`src/rtl/blackjack_table_ctrl.sv`:
```
// Multi-seat blackjack round controller: deal, player turns, dealer play, settlement.
// Optional macro DEALER_HITS_SOFT17_EN makes the dealer also draw on a soft DEALER_STAND.
module blackjack_table_ctrl #(
  parameter int NUM_SEATS    = 2,
  parameter int MAX_CARDS    = 5,
  parameter int DEALER_STAND = 17,
  parameter int SUM_W        = 6
) (
  input  logic                     i_clk,
  input  logic                     i_reset_n,
  input  logic                     i_start,
  input  logic                     i_hit,
  input  logic                     i_stand,
  output logic                     o_card_req,
  input  logic                     i_card_valid,
  input  logic [3:0]               i_card_rank,
  output logic [1:0]               o_seat,
  output logic [3:0]               o_state,
  output logic [NUM_SEATS*SUM_W-1:0] o_player_sums,
  output logic [SUM_W-1:0]         o_dealer_sum,
  output logic [NUM_SEATS*2-1:0]   o_results,
  output logic                     o_round_done
);

  localparam int CW = $clog2(MAX_CARDS + 1);
  localparam logic [2:0] DEALER = 3'(NUM_SEATS);
  localparam logic [3:0] DEAL_TOTAL = 4'(2 * (NUM_SEATS + 1));
  localparam logic [1:0] RES_WIN  = 2'b01;
  localparam logic [1:0] RES_LOSE = 2'b10;
  localparam logic [1:0] RES_TIE  = 2'b11;

  typedef enum logic [3:0] {
    S_IDLE     = 4'd0,
    S_DEAL     = 4'd1,
    S_CHECK_BJ = 4'd2,
    S_PLAYER   = 4'd3,
    S_DEALER   = 4'd4,
    S_SETTLE   = 4'd5,
    S_DONE     = 4'd6
  } state_t;

  state_t                 state;
  logic [SUM_W-1:0]       hard [NUM_SEATS+1];
  logic [CW-1:0]          cnt  [NUM_SEATS+1];
  logic [NUM_SEATS:0]     ace;
  logic [NUM_SEATS-1:0]   fin;
  logic [2:0]             seat;
  logic [3:0]             deal_cnt;
  logic                   card_req;
  logic [NUM_SEATS*2-1:0] results;

  logic [SUM_W-1:0]       eff [NUM_SEATS+1];
  logic [NUM_SEATS:0]     bj;
  logic [NUM_SEATS:0]     bust;
  logic [NUM_SEATS:0]     charlie;
  logic [SUM_W-1:0]       seat_eff;
  logic [CW-1:0]          seat_cnt;
  logic                   seat_done;
  logic                   dealer_draw;
  logic                   soft_extra;
  logic                   all_bust;
  logic                   take;
  logic                   clear_hands;
  logic [SUM_W-1:0]       card_val;
  logic [2:0]             first_open;
  logic [2:0]             after_open;
  logic [NUM_SEATS*2-1:0] settle_res;

  // Ranks outside 1..10 (faces and illegal codes) all score as ten.
  function automatic logic [SUM_W-1:0] rank_value(input logic [3:0] rank);
    logic [SUM_W-1:0] v;
    if (rank >= 4'd1 && rank <= 4'd10) v = SUM_W'(rank);
    else v = SUM_W'(10);
    return v;
  endfunction

  // Lowest seat index >= from that is still playing; DEALER when none remain.
  function automatic logic [2:0] next_open(input logic [2:0] from,
                                           input logic [NUM_SEATS-1:0] done_mask);
    logic [2:0] pick;
    pick = DEALER;
    for (int i = NUM_SEATS - 1; i >= 0; i--) begin
      if (3'(i) >= from && !done_mask[i]) pick = 3'(i);
      else pick = pick;
    end
    return pick;
  endfunction

  // Per-hand scoring flags derived from registered hard sums and ace flags.
  always_comb begin
    for (int i = 0; i <= NUM_SEATS; i++) begin
      if (ace[i] && hard[i] <= SUM_W'(11)) eff[i] = hard[i] + SUM_W'(10);
      else eff[i] = hard[i];
      bj[i]      = (cnt[i] == CW'(2)) && (eff[i] == SUM_W'(21));
      bust[i]    = eff[i] > SUM_W'(21);
      charlie[i] = (cnt[i] == CW'(MAX_CARDS)) && !bust[i];
    end
  end

  // Active-seat view, dealer draw decision and seat hand-off targets.
  always_comb begin
    seat_eff = '0;
    seat_cnt = '0;
    for (int i = 0; i <= NUM_SEATS; i++) begin
      if (seat == 3'(i)) begin
        seat_eff = eff[i];
        seat_cnt = cnt[i];
      end else begin
        seat_eff = seat_eff;
        seat_cnt = seat_cnt;
      end
    end
    seat_done = (seat_eff >= SUM_W'(21)) || (seat_cnt == CW'(MAX_CARDS));
`ifdef DEALER_HITS_SOFT17_EN
    soft_extra = (eff[NUM_SEATS] == SUM_W'(DEALER_STAND)) && ace[NUM_SEATS] &&
                 (hard[NUM_SEATS] <= SUM_W'(11));
`else
    soft_extra = 1'b0;
`endif
    dealer_draw = ((eff[NUM_SEATS] < SUM_W'(DEALER_STAND)) || soft_extra) &&
                  (cnt[NUM_SEATS] < CW'(MAX_CARDS));
    all_bust    = &bust[NUM_SEATS-1:0];
    take        = card_req && i_card_valid;
    clear_hands = (state == S_IDLE || state == S_DONE) && i_start;
    card_val    = rank_value(i_card_rank);
    first_open  = next_open(3'd0, bj[NUM_SEATS-1:0]);
    after_open  = next_open(seat + 3'd1, fin);
  end

  // Settlement: first matching rule decides each seat.
  always_comb begin
    settle_res = '0;
    for (int i = 0; i < NUM_SEATS; i++) begin
      if (bust[i])                                 settle_res[2*i +: 2] = RES_LOSE;
      else if (bj[i] && bj[NUM_SEATS])             settle_res[2*i +: 2] = RES_TIE;
      else if (bj[i])                              settle_res[2*i +: 2] = RES_WIN;
      else if (bj[NUM_SEATS])                      settle_res[2*i +: 2] = RES_LOSE;
      else if (charlie[i])                         settle_res[2*i +: 2] = RES_WIN;
      else if (bust[NUM_SEATS])                    settle_res[2*i +: 2] = RES_WIN;
      else if (charlie[NUM_SEATS])                 settle_res[2*i +: 2] = RES_LOSE;
      else if (eff[i] > eff[NUM_SEATS])            settle_res[2*i +: 2] = RES_WIN;
      else if (eff[i] == eff[NUM_SEATS])           settle_res[2*i +: 2] = RES_TIE;
      else                                         settle_res[2*i +: 2] = RES_LOSE;
    end
  end

  // Hand storage: cleared at round start, one card added per completed handshake.
  always_ff @(posedge i_clk or negedge i_reset_n) begin
    if (!i_reset_n) begin
      for (int i = 0; i <= NUM_SEATS; i++) begin
        hard[i] <= '0;
        cnt[i]  <= '0;
      end
      ace <= '0;
    end else if (clear_hands) begin
      for (int i = 0; i <= NUM_SEATS; i++) begin
        hard[i] <= '0;
        cnt[i]  <= '0;
      end
      ace <= '0;
    end else if (take) begin
      for (int i = 0; i <= NUM_SEATS; i++) begin
        if (seat == 3'(i)) begin
          hard[i] <= hard[i] + card_val;
          cnt[i]  <= cnt[i] + CW'(1);
          if (i_card_rank == 4'd1) ace[i] <= 1'b1;
        end
      end
    end
  end

  // Round sequencing FSM; card_req drops on the edge that consumes the card.
  always_ff @(posedge i_clk or negedge i_reset_n) begin
    if (!i_reset_n) begin
      state    <= S_IDLE;
      fin      <= '0;
      seat     <= 3'd0;
      deal_cnt <= 4'd0;
      card_req <= 1'b0;
      results  <= '0;
    end else begin
      case (state)
        S_IDLE, S_DONE: begin
          if (i_start) begin
            state    <= S_DEAL;
            fin      <= '0;
            seat     <= 3'd0;
            deal_cnt <= 4'd0;
            card_req <= 1'b0;
            results  <= '0;
          end
        end
        S_DEAL: begin
          if (card_req) begin
            if (i_card_valid) begin
              card_req <= 1'b0;
              deal_cnt <= deal_cnt + 4'd1;
              seat     <= (seat == DEALER) ? 3'd0 : seat + 3'd1;
            end
          end else if (deal_cnt == DEAL_TOTAL) begin
            state <= S_CHECK_BJ;
          end else begin
            card_req <= 1'b1;
          end
        end
        S_CHECK_BJ: begin
          if (bj[NUM_SEATS]) begin
            state <= S_SETTLE;
            seat  <= DEALER;
          end else begin
            fin   <= bj[NUM_SEATS-1:0];
            seat  <= first_open;
            state <= (first_open == DEALER) ? S_DEALER : S_PLAYER;
          end
        end
        S_PLAYER: begin
          if (card_req) begin
            if (i_card_valid) card_req <= 1'b0;
          end else if (seat_done || i_stand) begin
            for (int i = 0; i < NUM_SEATS; i++) begin
              if (seat == 3'(i)) fin[i] <= 1'b1;
            end
            seat <= after_open;
            if (after_open == DEALER) state <= S_DEALER;
          end else if (i_hit) begin
            card_req <= 1'b1;
          end
        end
        S_DEALER: begin
          if (card_req) begin
            if (i_card_valid) card_req <= 1'b0;
          end else if (all_bust || !dealer_draw) begin
            state <= S_SETTLE;
          end else begin
            card_req <= 1'b1;
          end
        end
        S_SETTLE: begin
          results <= settle_res;
          state   <= S_DONE;
        end
        default: begin
          state    <= S_IDLE;
          card_req <= 1'b0;
        end
      endcase
    end
  end

  // Output mapping; the dealer total stays hidden until the dealer plays.
  always_comb begin
    o_player_sums = '0;
    for (int i = 0; i < NUM_SEATS; i++) o_player_sums[i*SUM_W +: SUM_W] = eff[i];
    if (state == S_DEALER || state == S_SETTLE || state == S_DONE) o_dealer_sum = eff[NUM_SEATS];
    else o_dealer_sum = '0;
    o_card_req   = card_req;
    o_seat       = seat[1:0];
    o_state      = state;
    o_results    = results;
    o_round_done = (state == S_DONE);
  end

endmodule

```
`config.mk`:
```
export PLATFORM = sky130hd
export DESIGN_NAME = blackjack_table_ctrl
export DESIGN_NICKNAME = d
export VERILOG_FILES = /design/src/rtl/blackjack_table_ctrl.sv
export SDC_FILE = /design/constraint.sdc
export NUM_CORES = 1
export LEC_CHECK = 0
export BUFFER_PORTS_ARGS = -buffer_cell sky130_fd_sc_hd__buf_2
export CAP_MARGIN = 40
export CORE_AREA = 2 2 92 103
export DETAILED_ROUTE_END_ITERATION = 10
export DIE_AREA = 0 0 94 105
export PLACE_DENSITY = 0.72
export SYNTH_ARGS = -nofsm -noshare
export SYNTH_HDL_FRONTEND = slang
export SYNTH_SLANG_ARGS = --single-unit
```
`constraint.sdc`:
```
create_clock -name i_clk -period 4.4 [get_ports i_clk]
set_clock_uncertainty 0.1 [all_clocks]
set_input_delay 0.88 -clock i_clk [delete_from_list [all_inputs] [get_ports i_clk]]
set_output_delay 0.88 -clock i_clk [all_outputs]
set_load 0.005 [all_outputs]
```
==> results of run 1 <==
-- Yosys cell counts (10+ instances only) --
library cell and instances:
inv_1 37, buf_4 15, xnor2_1 17, nor3_1 10, nor2_1 54, nand2_1 39
nor2b_1 12, o21ai_0 29, mux2i_1 10, clkbuf_1 14, a21oi_1 26, dfrtp_1 47
ha_1 41
-- cell type report --
type | instances | area, µm² | share of cell area [%]
multi-input combinational | 396 | 2830 | 61.2
clock inverter | 3 | 20.0 | 0.434
clock buffer | 5 | 68.8 | 1.49
sequential | 47 | 1180 | 25.5
inverter | 39 | 146 | 3.17
tap | 114 | 143 | 3.09
timing repair buffer | 44 | 235 | 5.10
-- cell families (layout without fill, tap and decap cells) --
logic type,Yosys count,count (layout),synth area share [%]
simple gates,175,175,20.7
compound gates,134,134,21.7
buf+inv,75,91,8.14
fa+ha+maj,47,47,13.9
flops,47,47,27.0
xor+xnor,23,23,4.63
mux,16,16,3.85
other cells,1,1,0.0862
-- worst paths after layout --
| kind | endpoint | startpoint | slack (ps) | depth (start not counted) |
|---|---|---|---|---|
| worst max-delay path | o_results[0] | hard[17] | 1200 | 9 |
| worst min-delay path | o_results[0] | o_results[0] | 460 | 1 |
| worst max register to register | o_results[0] | hard[17] | 1200 | 9 |
| worst min register to register | o_results[0] | o_results[0] | 460 | 1 |
| max in group asynchronous | hard[12] | i_reset_n | 3220 | 2 |
| min in group asynchronous | cnt[4] | i_reset_n | 560 | 2 |
-- per-stage QoR --
| step | instances | power, W | setup slack [ps] | cell area, µm² |
|---|---|---|---|---|
| floorplan | 518 | 0.00181 | 1420 | 4350 |
| global placement | 639 | 0.00209 | 1090 | 4520 |
| detailed placement | 640 | 0.00215 | 1040 | 4530 |
| CTS | 648 | 0.00244 | 1220 | 4620 |
| global route | 648 | 0.00266 | 1040 | 4620 |
| finish | 648 | 0.00244 | 1200 | 4620 |
-- metal layers --
| layer | wire length [µm] | GRT usage [%] | vias up |
|---|---|---|---|
| li1 | - | - | 1867 |
| met1 | 4700 | 30.6 | 1897 |
| met2 | 5350 | 37.2 | 136 |
| met3 | 566 | 2.81 | 25 |
| met4 | 259 | 7.45 | 0 |
| met5 | 0 | 0 | - |
-- where the power goes --
group | switching (W) | internal [W]
clock network | 0.000164 | 0.000111
logic | 0.000791 | 0.000614
registers | 0.000216 | 0.000548
total | 0.00117 | 0.00127
-- critical path, stage by stage (launching register included) --
cell and delay, ps:
dfrtp_1 520, or4b_1 530, a2bb2oi_2 300, inv_1 110, ha_1 220, maj3_1 330, and3_1 190, o41ai_1 410
a21oi_1 150, a31o_2 230
-- sequential cells by signal (all words and copies together), names as in the netlist --
name	count
hard	18
o_state	3
ace	3
seat	3
cnt	9
deal_cnt	4
fin	2
o_card_req	1
o_results	4
==> flow_summary.toml, run 1 <==
[status]
outcome = "complete, no violations"

[sta]
drv_slew = 0
worstMarginPinSlew_ps = 876
post-route-period-util_pct = 72.6
rsz0062_at_grt = "false"
final.setup.tns_ps = 0
hold_viol_final = 0
max_clock_freq_mhz = 313
whs_ps = 461
finalCriticalPeriod_ps = 3200
relSlewSlack_pct = 41.4
setup-violations-final = 0

[floorplanning]
core_um2 = 8780
die_area_um2 = 9870
die_y_um = 105
die_w_um = 94
num_io_pins = 40
start_util_pct = 49.5
row_count = 36

[setup_path]
endpoint_kind = "flop"
critical_path_class = "reg2reg"
startpoint_type = "flop"
cp.required_ps = 4510
critPathMaxFanout = 10
worst_ep_arrival_time_ps = 3310

[cts]
clock_latency_ps = 320
cts_tree = "done"
root_buffer = "clkbuf_8"
hold_buffers = 0
cts_max_level = 2
cts-buffers-inserted = 5
clk_pin_slew_ps = 100
clk_path_buf_depth = 2
clock_sinks = 47
cts_setup_buffers = 0
cts_resized = 0

[cells_and_area]
num-fill-cells = 823
final_common_cell = "nor2_1"
utilization_pct = 52.5
drive_gt1_share_pct = 14.8
final_cell_mix = "nor2_1, dfrtp_1, ha_1"
syn2layout_area_growth_pct = 6.10
nets = 587
num_antenna_cells = 0

[power_and_ir_drop]
powerDensity_nw_per_um2 = 529
p_leak_nw = 2.10
ir_drop_mv = 0.236

[flow_run]
drv_cap = 0

[global_route]
grt_pass1_vias = 3659
grt_pass1_wl_um = 17900
overflow = 0
grt_antenna_before_repair = 0
grt_max_degree = 48
grtUsageTotal_pct = 22.6

[min_path]
hold_class = "reg2reg"

[yosys]
yosys-top-cells-area = "dfrtp_1, ha_1, nor2_1, xnor2_1, nand2_1"
avgSynthCellArea_um2 = 8.40
synthFlopType = "dfrtp_1"
synth_cells = 518
synthesis.area_um2 = 4350
ys_types = 79
synth_nets = 572
synthArstFlopShare_pct = 100
yosysSeqAreaShare_pct = 27.0
synth-seq-cells = 47
ys.warnings.count = 0
synth-edff-count = 0
post-synth-top-area-cell = "dfrtp_1"
synth_top_area_share_pct = 27.0

[place]
numPortBuffers = 38
dp_hpwl_um = 8330
gp_congestion = 0.908

[routing]
drc = 0
wl_per_cell_um = 16.8
drt_first_pass_iters = 5
drt_iter0_drc = 305
via_per_inst = 6.06
final_antenna_net_count = 0
wl_um = 10900
dr_total_vias = 3925
No activity file was read; power rests on OpenSTA's default activity.
==> run 2, diff against run 1 <==
- PLACE_DENSITY: 0.72 -> 0.75
- clock period: 4.4 -> 2.62 ns (I/O delays scaled with it)
==> run 2 against run 1 <==
The flow now finishes with violations (setup timing). Sequential cell count is the same. Routed wire length up 14%. Sequential share of layout area down 4.5 points. Via count rose by 6.9%. Non-clock buffer count increased by 87. Fmax grew 20%. First-iteration DRC count decreased by 39%. Combinational power up 140%. Cell count grew 13%.
==> flow_summary.toml, run 2 (synthesis gave the netlist of run 1 again) <==
[status]
outcome = "finished, violations left"
violations = "setup timing"

[setup_path]
slowest_stage = "dfrtp_1"
critPathMaxFanout = 4
cp.required_ps = 2720
worst_ep_arrival_time_ps = 2770
crit_chain = "or3b_4 > a21oi_4 > mux2_4 > o211ai_1 > a21boi_2 > buf_12 > buf_4 > and2_4 > o32a_1"
critical_path_class = "reg2reg"
critPathMaxStageDelay_ps = 420
startpoint_type = "flop"
endpoint_kind = "flop"

[floorplanning]
die_area_um2 = 9870
start_util_pct = 49.5
row_count = 36
die_y_um = 105
die_w_um = 94
core_um2 = 8780
num_io_pins = 40

[place]
numPortBuffers = 38
dp_hpwl_um = 9360
gp_congestion = 0.936
dp.cells = 717

[cells_and_area]
top_register = "hard"
nets = 674
drive_gt1_share_pct = 35.1
num_antenna_cells = 0
final_common_cell = "buf_4"
utilization_pct = 64.2
final_cell_mix = "buf_4, nor2_1, dfrtp_1"
largest_reg_flops = 18
num-fill-cells = 736
syn2layout_area_growth_pct = 29.6
fin_cells = 733
largestRegisters = "hard x18, cnt x9"

[routing]
dr_total_vias = 4196
via_per_inst = 5.72
wl_um = 12400
drt_iter0_drc = 186
drt_first_pass_iters = 5
drc = 0
final_antenna_net_count = 0
wl_per_cell_um = 16.9

[cts]
root_buffer = "clkbuf_8"
clk_path_buf_depth = 2
clk_pin_slew_ps = 90
clock_latency_ps = 310
cts_tree = "done"
cts_max_level = 2
cts-buffers-inserted = 5
hold_buffers = 0
clock_sinks = 47

[sta]
post-route-period-util_pct = 102
final.setup.tns_ps = -139
setup-violations-final = 6
rsz0062_at_grt = "true"
layout_setup_ws_ps = -43.5
drv_slew = 0
finalCriticalPeriod_ps = 2660
relSlewSlack_pct = 42.0
whs_ps = 52.2
worstMarginPinSlew_ps = 860
max_clock_freq_mhz = 375
hold_viol_final = 0

[global_route]
grt_antenna_before_repair = 0
grtUsageTotal_pct = 25.3
grt_pass1_vias = 4173
grt_pass1_wl_um = 20000
grt_max_degree = 33
overflow = 0

[power_and_ir_drop]
ir_drop_mv = 0.425
powerDensity_nw_per_um2 = 881
p_leak_nw = 2.61

[min_path]
hold_class = "in2async"

[flow_run]
drv_cap = 0
## run 2: through the flow
step	total power, W	worst slack [ps]	area (µm²)
after global routing	0.00535	-136	5640
after detailed placement	0.00407	-209	5180
after CTS	0.00469	-19.5	5360
after global placement	0.00398	-95.5	5180
final	0.00497	-43.5	5640
after floorplan	0.00310	-53.7	4420
## run 2: final timing paths
| path | startpoint | endpoint | slack [ps] | depth (start not counted) |
|---|---|---|---|---|
| setup / recovery | hard[4] | fin[1] | -40 | 9 |
| hold / removal | i_reset_n | seat[0] | 50 | 1 |
| setup reg to reg | hard[4] | fin[1] | -40 | 9 |
| hold reg to reg | o_results[0] | o_results[0] | 440 | 1 |
| max in group asynchronous | i_reset_n | hard[9] | 1720 | 2 |
| min in group i_clk | i_hit | o_card_req | 430 | 3 |
## run 2: what timing repair did
item | 4_1_cts | 5_1_grt
resized for setup | 19 | 52
pin swaps | 12 | 17
setup buffers | 2 | 8
endpoints found under the setup margin | 12 | 16
## run 2: layer usage
metal  up-vias  GRT usage, %  part of all wire [%]
li1       2029             -                     -
met1      2040          32.3                    42
met2        99          43.5                    52
met3        28          3.03                   3.9
met4         0          9.32                   2.8
met5         -             0                     0
## run 2: power breakdown
group          internal, W  switching, W  total, W  leakage [nW]
logic              0.00161       0.00172   0.00333          1.95
registers         0.000923      0.000282   0.00121         0.628
clock network     0.000179      0.000256  0.000435        0.0371
## run 2: final cells by class
class,instances,area (µm²),share of cell area (%)
multi-input cells,396,3170,56.2
flip-flops and latches,47,1180,20.9
repair buffers,131,923,16.4
inverters,39,149,2.64
well taps,114,143,2.53
clock buffers,6,72.6,1.29
## run 2: worst max-delay path: cells and delay by family (launching register included)
| kind | cells | cell delay (ps) |
|---|---|---|
| flops | 1 | 420 |
| simple gates | 2 | 540 |
| compound gates | 4 | 860 |
| mux | 1 | 330 |
| buf+inv | 2 | 300 |
==> run 3, diff against run 2 <==
- GPL_TIMING_DRIVEN: unset -> 0
- SETUP_SLACK_MARGIN: unset -> 0.02
==> run 3 against run 2 <==
The run still ends with setup timing left. Register-to-register slack got worse by 110 ps. Total power grew 3.7%. Fmax decreased by 4.0%. Cell count shrank 2.0%. Global-route usage increased by 1.1 points. Sequential cell count stayed put.
==> flow_summary.toml, run 3 (synthesis gave the netlist of run 1 again) <==
[sta]
drv_slew = 0
worstMarginPinSlew_ps = 868
rsz0062_at_grt = "true"
post-route-period-util_pct = 106
whs_ps = 58.1
finalCriticalPeriod_ps = 2770
relSlewSlack_pct = 41.5
setup-violations-final = 12
layout_setup_ws_ps = -153
hold_viol_final = 0
max_clock_freq_mhz = 361

[cts]
clk_pin_slew_ps = 100
clk_path_buf_depth = 2
cts-buffers-inserted = 5
root_buffer = "clkbuf_8"
hold_buffers = 0
clock_sinks = 47
cts_tree = "done"
clock_latency_ps = 310
cts_max_level = 2

[global_route]
grt_pass1_wl_um = 20800
grt_antenna_before_repair = 0
grtUsageTotal_pct = 26.5
grt_max_degree = 31
grt_pass1_vias = 4257
overflow = 0

[floorplanning]
core_um2 = 8780
die_y_um = 105
start_util_pct = 49.5
num_io_pins = 40
die_w_um = 94
die_area_um2 = 9870
row_count = 36

[setup_path]
critPathMaxStageDelay_ps = 390
critical_path_class = "reg2out"
critPathMaxFanout = 4
slowest_stage = "or3b_4"
startpoint_type = "flop"
r2r_slack_ps = -150
path_delay_family = "simple AND/OR/NAND/NOR gates"
crit_chain = "buf_6 > or3b_4 > o21ai_0 > and2_4 > inv_4 > buf_4 > buf_6 > buf_6"
path_buf_inv = 5
crit_path_frequent_cell = "buf_6"
cp.required_ps = 2000
worst_ep_arrival_time_ps = 2150
endpoint_kind = "output port"

[cells_and_area]
drive_gt1_share_pct = 32.3
final_common_cell = "nor2_1"
largest_reg_flops = 18
largestRegisters = "hard x18, cnt x9"
nets = 657
final_cell_mix = "nor2_1, buf_4, dfrtp_1"
final_area_um2 = 5580
top_register = "hard"
num_antenna_cells = 0
num-fill-cells = 711
fin_cells = 718
utilization_pct = 63.5
syn2layout_area_growth_pct = 28.3

[routing]
drc = 0
via_per_inst = 5.96
dr_total_vias = 4277
drt_first_pass_iters = 6
wl_per_cell_um = 18.1
drt_iter0_drc = 302
final_antenna_net_count = 0
wl_um = 13000

[place]
dp_hpwl_um = 9110
numPortBuffers = 38
gp_congestion = 0.924
dp.cells = 672
placed_area_um2 = 4810

[flow_run]
drv_cap = 0

[status]
violations = "setup timing"
outcome = "finished, violations left"

[power_and_ir_drop]
power.total_w = 0.00515
p_leak_nw = 2.53
powerDensity_nw_per_um2 = 923
ir_drop_mv = 0.432

[min_path]
hold_class = "in2async"
[run 3: final cells by class]
cell class	instances	area, µm²	area share (%)
Timing Repair Buffer	78	553	9.91
Tap cell	114	143	2.56
Multi-Input combinational cell	396	3220	57.7
Inverter	39	154	2.76
Clock inverter	1	7.51	0.134
Clock buffer	7	96.3	1.73
Sequential cell	47	1190	21.3
Buffer	36	219	3.92
[run 3: through the flow]
step	setup WS, ps	setup TNS [ps]
after floorplan	-10.9	-10.9
after global placement	-377	-3010
after detailed placement	-333	-3220
after CTS	-101	-253
after global routing	-236	-2600
final	-153	-873
[run 3: path summary, 6_finish.rpt]
kind / from / to / depth (start not counted)
hold reg to reg: o_results[0] / o_results[0] / 1
setup / recovery: hard[17] / o_player_sums[1] / 8
max in group asynchronous: i_reset_n / hard[11] / 2
min in group i_clk: o_results[0] / o_results[0] / 1
setup reg to reg: hard[17] / o_results[0] / 11
hold / removal: i_reset_n / fin[0] / 1
[run 3: routing by layer]
metal  vias to the layer above  wire length [µm]  GRT usage (%)
met2                       151              6600           46.7
li1                       2006                 -              -
met1                      2087              5330           33.3
met4                         0               391           8.18
met5                         -                 0              0
met3                        33               658           3.10
[run 3: power breakdown]
part	switching [W]	internal [W]	total [W]
combinational	0.00187	0.00160	0.00347
sequential	0.000245	0.000928	0.00117
clock	0.000267	0.000241	0.000508
[run 3: timing repair]
item	in CTS	in global routing
setup buffers	30	8
pin swaps	15	21
endpoints found under the setup margin	27	36
resized for setup	49	37
